--- src/rtl/video_timing_pkg.sv ---
// Shared timing tables and mode encoding for the HDMI/CEA timing generator.
// Counter origin is the first active pixel; porches and sync follow the active area.
package video_timing_pkg;

  localparam int CNT_W = 10;

  typedef logic [CNT_W-1:0] cnt_t;

  typedef struct packed {
    cnt_t htotal;
    cnt_t hact;
    cnt_t hfp;
    cnt_t hsync;
    cnt_t vtotal;
    cnt_t vact;
    cnt_t vfp;
    cnt_t vsync;
  } timing_t;

  typedef enum logic {
    MODE_NTSC = 1'b0,
    MODE_PAL  = 1'b1
  } mode_e;

  localparam timing_t TIMING_PAL = '{
    htotal: 10'd864, hact: 10'd720, hfp: 10'd12, hsync: 10'd64,
    vtotal: 10'd625, vact: 10'd576, vfp: 10'd5,  vsync: 10'd5
  };

  localparam timing_t TIMING_NTSC = '{
    htotal: 10'd858, hact: 10'd720, hfp: 10'd16, hsync: 10'd62,
    vtotal: 10'd525, vact: 10'd480, vfp: 10'd9,  vsync: 10'd6
  };

  function automatic timing_t timing_of(input mode_e m);
    return (m == MODE_PAL) ? TIMING_PAL : TIMING_NTSC;
  endfunction

  // True when c lies in [start, start+len-1].
  function automatic logic in_window(input cnt_t c, input cnt_t start, input cnt_t len);
    return (c >= start) && (c < cnt_t'(start + len));
  endfunction

endpackage

--- src/rtl/video_counter.sv ---
// Horizontal/vertical position counter pair with runtime totals and a load port.
// A load takes priority over the normal increment/wrap.
module video_counter
  import video_timing_pkg::*;
(
  input  logic clk,
  input  logic rst_n,
  input  cnt_t htotal,
  input  cnt_t vtotal,
  input  logic load,
  input  cnt_t hload,
  input  cnt_t vload,
  output cnt_t hcnt,
  output cnt_t vcnt,
  output logic frame_end
);

  cnt_t hcnt_q, hcnt_d;
  cnt_t vcnt_q, vcnt_d;
  logic line_end;

  // Next-position computation: load, wrap at the totals, or step.
  always_comb begin
    line_end  = (hcnt_q >= cnt_t'(htotal - cnt_t'(1)));
    frame_end = line_end && (vcnt_q >= cnt_t'(vtotal - cnt_t'(1)));
    hcnt_d    = hcnt_q;
    vcnt_d    = vcnt_q;
    if (load) begin
      hcnt_d = hload;
      vcnt_d = vload;
    end else if (line_end) begin
      hcnt_d = 10'd0;
      if (frame_end) begin
        vcnt_d = 10'd0;
      end else begin
        vcnt_d = vcnt_q + 10'd1;
      end
    end else begin
      hcnt_d = hcnt_q + 10'd1;
      vcnt_d = vcnt_q;
    end
  end

  // Position registers.
  always_ff @(posedge clk or negedge rst_n) begin
    if (!rst_n) begin
      hcnt_q <= 10'd0;
      vcnt_q <= 10'd0;
    end else begin
      hcnt_q <= hcnt_d;
      vcnt_q <= vcnt_d;
    end
  end

  assign hcnt = hcnt_q;
  assign vcnt = vcnt_q;

endmodule

--- src/rtl/hdmi_timing_gen.sv ---
// HDMI/CEA 576p50 / 480p60 timing generator with vreset alignment to the source frame.
// Mode only changes at end of frame or on vreset; all outputs are registered decodes.
module hdmi_timing_gen
  import video_timing_pkg::*;
#(
  parameter int SYNC_HPOS = 0,
  parameter int SYNC_VPOS = 0
) (
  input  logic       clk,
  input  logic       reset_n,
  input  logic       pal,
  input  logic       vreset,
  output logic       hs,
  output logic       vs,
  output logic       de,
  output logic [9:0] x,
  output logic [9:0] y,
  output logic       frame_start,
  output logic       locked,
  output logic       mode
);

  localparam cnt_t LOAD_H = cnt_t'(SYNC_HPOS);
  localparam cnt_t LOAD_V = cnt_t'(SYNC_VPOS);

  mode_e   mode_q, mode_d;
  mode_e   pal_mode;
  logic    locked_q, locked_d;
  timing_t tm;
  cnt_t    hcnt, vcnt;
  logic    frame_end;

  logic    hs_q, hs_d;
  logic    vs_q, vs_d;
  logic    de_q, de_d;
  cnt_t    x_q, x_d;
  cnt_t    y_q, y_d;
  logic    frame_start_q, frame_start_d;

  assign pal_mode = pal ? MODE_PAL : MODE_NTSC;
  assign tm       = timing_of(mode_q);

  video_counter u_counter (
    .clk       (clk),
    .rst_n     (reset_n),
    .htotal    (tm.htotal),
    .vtotal    (tm.vtotal),
    .load      (vreset),
    .hload     (LOAD_H),
    .vload     (LOAD_V),
    .hcnt      (hcnt),
    .vcnt      (vcnt),
    .frame_end (frame_end)
  );

  // Mode and lock tracking; vreset wins over a coincident end of frame.
  always_comb begin
    mode_d   = mode_q;
    locked_d = locked_q;
    if (vreset) begin
      mode_d   = pal_mode;
      locked_d = 1'b1;
    end else if (frame_end) begin
      mode_d = pal_mode;
      if (pal_mode != mode_q) begin
        locked_d = 1'b0;
      end else begin
        locked_d = locked_q;
      end
    end else begin
      mode_d   = mode_q;
      locked_d = locked_q;
    end
  end

  // Sync, data-enable and coordinate decode from the current counters.
  always_comb begin
    de_d          = (hcnt < tm.hact) && (vcnt < tm.vact);
    hs_d          = ~in_window(hcnt, cnt_t'(tm.hact + tm.hfp), tm.hsync);
    vs_d          = ~in_window(vcnt, cnt_t'(tm.vact + tm.vfp), tm.vsync);
    frame_start_d = (hcnt == 10'd0) && (vcnt == 10'd0);
    if (de_d) begin
      x_d = hcnt;
      y_d = vcnt;
    end else begin
      x_d = 10'd0;
      y_d = 10'd0;
    end
  end

  // Output and mode/lock registers.
  always_ff @(posedge clk or negedge reset_n) begin
    if (!reset_n) begin
      mode_q        <= MODE_PAL;
      locked_q      <= 1'b0;
      hs_q          <= 1'b1;
      vs_q          <= 1'b1;
      de_q          <= 1'b0;
      x_q           <= 10'd0;
      y_q           <= 10'd0;
      frame_start_q <= 1'b0;
    end else begin
      mode_q        <= mode_d;
      locked_q      <= locked_d;
      hs_q          <= hs_d;
      vs_q          <= vs_d;
      de_q          <= de_d;
      x_q           <= x_d;
      y_q           <= y_d;
      frame_start_q <= frame_start_d;
    end
  end

  assign hs          = hs_q;
  assign vs          = vs_q;
  assign de          = de_q;
  assign x           = x_q;
  assign y           = y_q;
  assign frame_start = frame_start_q;
  assign locked      = locked_q;
  assign mode        = mode_q;

endmodule
--- config.mk ---
export PLATFORM = sky130hd
export DESIGN_NAME = hdmi_timing_gen
export DESIGN_NICKNAME = d
export VERILOG_FILES = /design/src/rtl/video_timing_pkg.sv /design/src/rtl/video_counter.sv /design/src/rtl/hdmi_timing_gen.sv
export SDC_FILE = /design/constraint.sdc
export NUM_CORES = 1
export LEC_CHECK = 0
export CAP_MARGIN = 30
export CORE_UTILIZATION = 55
export CTS_CLUSTER_DIAMETER = 100
export DETAILED_ROUTE_END_ITERATION = 12
export GPL_TIMING_DRIVEN = 0
export HOLD_SLACK_MARGIN = 0.03
export PLACE_DENSITY_LB_ADDON = 0.08
export REMOVE_ABC_BUFFERS = 1
export SETUP_SLACK_MARGIN = 0.05
export SKIP_LAST_GASP = 1
export SLEW_MARGIN = 10
export SYNTH_ARGS = -nofsm -noshare
export SYNTH_HDL_FRONTEND = slang
export SYNTH_SLANG_ARGS = --single-unit
--- constraint.sdc ---
create_clock -name clk -period 3.6 [get_ports clk]
set_input_delay 0.72 -clock clk [delete_from_list [all_inputs] [get_ports clk]]
set_output_delay 0.72 -clock clk [all_outputs]
set_load 0.02 [all_outputs]
======== After elaboration in Yosys (flattened, before gate mapping) ========
Index checks and enable logic that the tools add are counted.
operators by class
  reduce and logical (&&, ||, !) cells .... 11
  add/sub/neg operators ................... 8
  bitwise logic cells ..................... 2
  order comparisons ....................... 8
  muxes and demuxes ....................... 14
  eq/ne operators ......................... 1
operators with widths
  operator                 count
  $mux W76                 1
  $mux W10                 7
  $add A10 B10 Y10         4
  $ge A10 B10 Y1           4
  $lt A10 B10 Y1           4
  $add A10 B1 Y10 const B  2
  $logic_not A10 Y1        2
  $sub A10 B1 Y10 const B  1
  $sub A9 B2 Y10 const B   1
  $mux W1                  6
  $reduce_bool A2 Y1       3
  $logic_and A1 B1 Y1      5
  $not A1 Y1               2
  $reduce_and A2 Y1        1
  $ne A1 B1 Y1             1
word-level totals
  output and inout port bits .............. 26
  logic and storage cells ................. 54
  flip-flop bits (word level) ............. 46

======== Depth between registers and ports, before layout ========
  depth after elaboration ................. 7
  gate-level depth with buffers ........... 8
  depth with buffers taken out ............ 7

======== Modules after synthesis ========
A second synthesis with hierarchy kept.
unflattened totals
  cell total of the unflattened synthesis .. 338
  area, all modules ....................... 3220.6 um^2
by module, submodules not included
  module           times used  area each (um^2)  cells an instance
  video_counter    1           1909.3            212
  hdmi_timing_gen  1           1311.3            126

======== Worst setup path after synthesis ========
No wires, ideal clock.
  path type ............................... flip-flop to flip-flop
  start point ............................. register mode_q, in the netlist mode
  end point ............................... register mode_q, in the netlist mode
  setup slack ............................. 0.943 ns
  data required time ...................... 3.515 ns
  arrival ................................. 2.572 ns
  library setup time ...................... 0.085 ns
  clock period less this slack ............ 2.657 ns
  cell stages (with the launch flop) ...... 8
  cells stage by stage .................... dfstp_2 > inv_1 > ha_1 > o211ai_4 > a21oi_1 > o311ai_1 > o21bai_2 > mux2_1
between the ends
  word-level cells in the longest chain between the ends .. 5
  elaborated cells between the ends (all ways) .. 7
  those cells by class .................... 2 x add/sub; 2 x order compare; 1 x mux; 2 x reduce/logical
RTL lines
  item                                               line                                      source
  start: declaration                                 hdmi_timing_gen.sv:26                     mode_e mode_q, mode_d;
  start signal: assignment                           hdmi_timing_gen.sv:103                    mode_q <= mode_d;
  $mux W76 (*)                                       video_timing_pkg.sv:36                    return (m == MODE_PAL) ? TIMING_PAL : TIMING_NTSC;
  $sub A10 B1 Y10 or $sub A9 B2 Y10 (tied branches)  video_counter.sv:25, video_counter.sv:24
  $ge A10 B10 Y1, on equally long branches           video_counter.sv:25, video_counter.sv:24
  $logic_and A1 B1 Y1 (*)                            video_counter.sv:25                       frame_end = line_end && (vcnt_q >= cnt_t'(vtotal - cnt_t'(1)));
  $reduce_bool A2 Y1 (no line) (*)                   n/a
Mark *: on every way between the ends. The rest lies on a longest branch, timed or not.
A chain may end at the register's enable or synchronous reset.

======== Worst setup path in the final report ========
Same ends and word-level chain as after synthesis.

==> flow_summary_export.csv <==
group,metric,value,unit
floorplan,die_area,4760,um2
synth,yosysTopAreaCellShare,43.6,%
synth,ys_top_cells_by_area,"dfrtp_1, ha_1, and2_1",
place,portBuffers,29,
clock_network,cts.path.max_buffers,2,
timing,finalHoldViolCount,0,
timing,setup_ws,0.446,ns
clock_network,cts_setup_buffers,0,
power,p_per_area,345,nW/um2
synth,synth-edff-count,0,
flow_run,cap_viol_max_count,0,
synth,synthCells,236,
final_layout,nFillCells,348,
critical_path,reg2reg_to,"mode",
timing,holdWs,0.369,ns
place,place_congestion,0.845,
clock_network,cts-root-buf,"clkbuf_8",
clock_network,cts_resized,0,
status,status,"finished, final reports clean",
routing,num_vias,1787,
final_layout,final_common_cell,"dfrtp_1",
final_layout,diodes,0,
grt,grtUsageTotal,23.0,%
synth,synth_top_area_cell,"dfrtp_1",
routing,via_per_inst,5.64,
critical_path,cp_slowest_cell,"dfstp_2",
grt,grt_max_degree,27,
power,p_leak,0.00131,uW
routing,wl_per_cell,14.7,um
clock_network,cts_sinks,46,
timing,timing.fmax,0.317,GHz
critical_path,max_stage_delay,0.70,ns
floorplan,initial_utilization,59.5,%
clock_network,htree_levels,2,
grt,overflow,0,
timing,worst_pin_slew,0.836,ns
critical_path,crit_family,"compound AO/OA/AOI/OAI gates",
routing,drtIter0Drc,103,
hold_path,hold_path_class,"input pin to async pin",
final_layout,final_cell_mix,"dfrtp_1, clkdlybuf4s50_1, ha_1",
critical_path,crit_fanout,13,
critical_path,crit_buf_inv,1,
timing,fin_skew,0.00278,ns
clock_network,cts_buffers,5,
power,vdd_ir_drop_max,0.000180,V
floorplan,design.core.area,4140,um2
critical_path,ff2ff_setup_slack,0.45,ns
floorplan,num_rows,23,
timing,fin_crit_sh,87.6,%
critical_path,rr_startpoint,"mode",
synth,synth-main-ff-cell,"dfrtp_1",
critical_path,critical_path.cell_chain,"inv_1, ha_1, nand2_1, a2111oi_0, o31ai_2, o21bai_2, mux2_1",
clock_network,cts_tree,"yes",
floorplan,die_x,69.0,um
timing,finalSetupViolations,0,
grt,grt_pass1_wl,7.91,mm
clock_network,hold_buffers,0,
final_layout,layout.nets,295,
place,dp_hpwl,3.31,mm
critical_path,endpoint_kind,"register",
timing,fin_crit,3.15,ns
place,place_ws,0.568,ns
synth,async_flop_share,100,%
routing,wl,4.65,mm
power,power,1010,uW
synth,synth_area,2470,um2
routing,final_antenna_net_count,0,
critical_path,crit_type,"register to register",
synth,ys_seq_elements,46,
final_layout,multiInputGateArea,1220,um2
final_layout,area.sequential,1150,um2
critical_path,startpoint_type,"register",
floorplan,chipHeight,69.0,um
timing,rsz0062_at_grt,"no",
floorplan,io_pins,30,
timing,slew_headroom,43.8,%
critical_path,rr_worst_depth,7,
synth,synth_cell_types,48,
final_layout,area_growth_syn_to_layout,18.1,%
synth,yosysSeqAreaShare,46.8,%
timing,drv_slew,0,
synth,yosys_warnings,0,
clock_network,path_clk_slew,0.08,ns
synth,synth_area_per_cell,10.5,um2
routing,dr.pass1.iters,4,
final_layout,layout-drive-gt1-share,9.36,%
grt,antenna_found_initial,0,
grt,grt_pass1_vias,1626,
critical_path,arrival,3.38,ns
critical_path,crit_required,3.83,ns
clock_network,clock_latency,0.29,ns
routing,drc,0,
==> sequential cells by signal (all words and copies together) (netlist names) <==
register / count
de: 1
frame_start: 1
hs: 1
locked: 1
mode: 1
u_counter.hcnt: 10
u_counter.vcnt: 10
vs: 1
x: 10
y: 10
==> per-stage QoR <==
step	instance area, um2	util [%]	instances	TNS (ns)
CTS	2910	70.3	317	0
detailed placement	2810	67.8	309	0
finish	2910	70.3	317	0
global placement	2780	67.1	307	-7.95
floorplan	2430	-	228	0
global route	2910	70.3	317	0
==> area by class of cell <==
cell class,instances,area share (%)
Timing Repair Buffer,31,10.7
Multi-Input combinational cell,167,41.9
Sequential cell,46,39.6
Tap cell,50,2.15
Inverter,15,1.93
Clock buffer,7,3.31
Clock inverter,1,0.301
==> logic make-up after synthesis <==
family,count (synthesis),synth area share (%)
AO/OA/AOI/OAI,43,13.6
AND/OR/NAND/NOR,88,19.0
flip-flops,46,46.8
multiplexers,1,0.456
buffers and inverters,23,3.90
XOR/XNOR,10,3.55
adder cells (fa/ha/maj),25,12.7
==> worst reg2reg max path, stage by stage, from the launching register on <==
cell and delay [ns]:
dfstp_2 0.70, inv_1 0.30, ha_1 0.43, nand2_1 0.06
a2111oi_0 0.59, o31ai_2 0.24, o21bai_2 0.40, mux2_1 0.37
==> worst max path at each step <==
stage | slack [ns] | from | cells past startpoint | to
after floorplan | 0.75 | mode | 6 | x[4]
after global placement | -0.46 | mode | 6 | x[4]
after detailed placement | 0.57 | mode | 7 | mode
after CTS | 0.53 | mode | 7 | mode
after global routing | 0.27 | mode | 7 | mode
final | 0.45 | mode | 7 | mode
==> cell usage after synthesis (4+ instances only) <==
cell	instances
dfrtp_1	43
ha_1	25
nor2_1	22
and2_1	20
inv_1	15
a21oi_1	12
nand2_1	10
nand3_1	8
xnor2_1	7
clkbuf_1	5
nand4_1	5
or3_1	5
o21ai_0	4
==> per-layer routing <==
metal	track usage [%]	part of all wire (%)	routed length [um]
met1	32.4	50	2310
met2	34.1	44	2050
met3	5.59	5.3	245
met4	8.16	1.0	48
met5	0	0	0
==> report_power, final <==
| group | total [uW] | leakage (uW) | internal [uW] | switching, uW |
|---|---|---|---|---|
| logic | 114 | 0.000642 | 49.8 | 64.0 |
| clock network | 346 | 0.0000544 | 176 | 170 |
| registers | 546 | 0.000613 | 530 | 16.4 |
| total | 1010 | 0.00131 | 756 | 251 |
No activity file was read; power rests on OpenSTA's default activity.
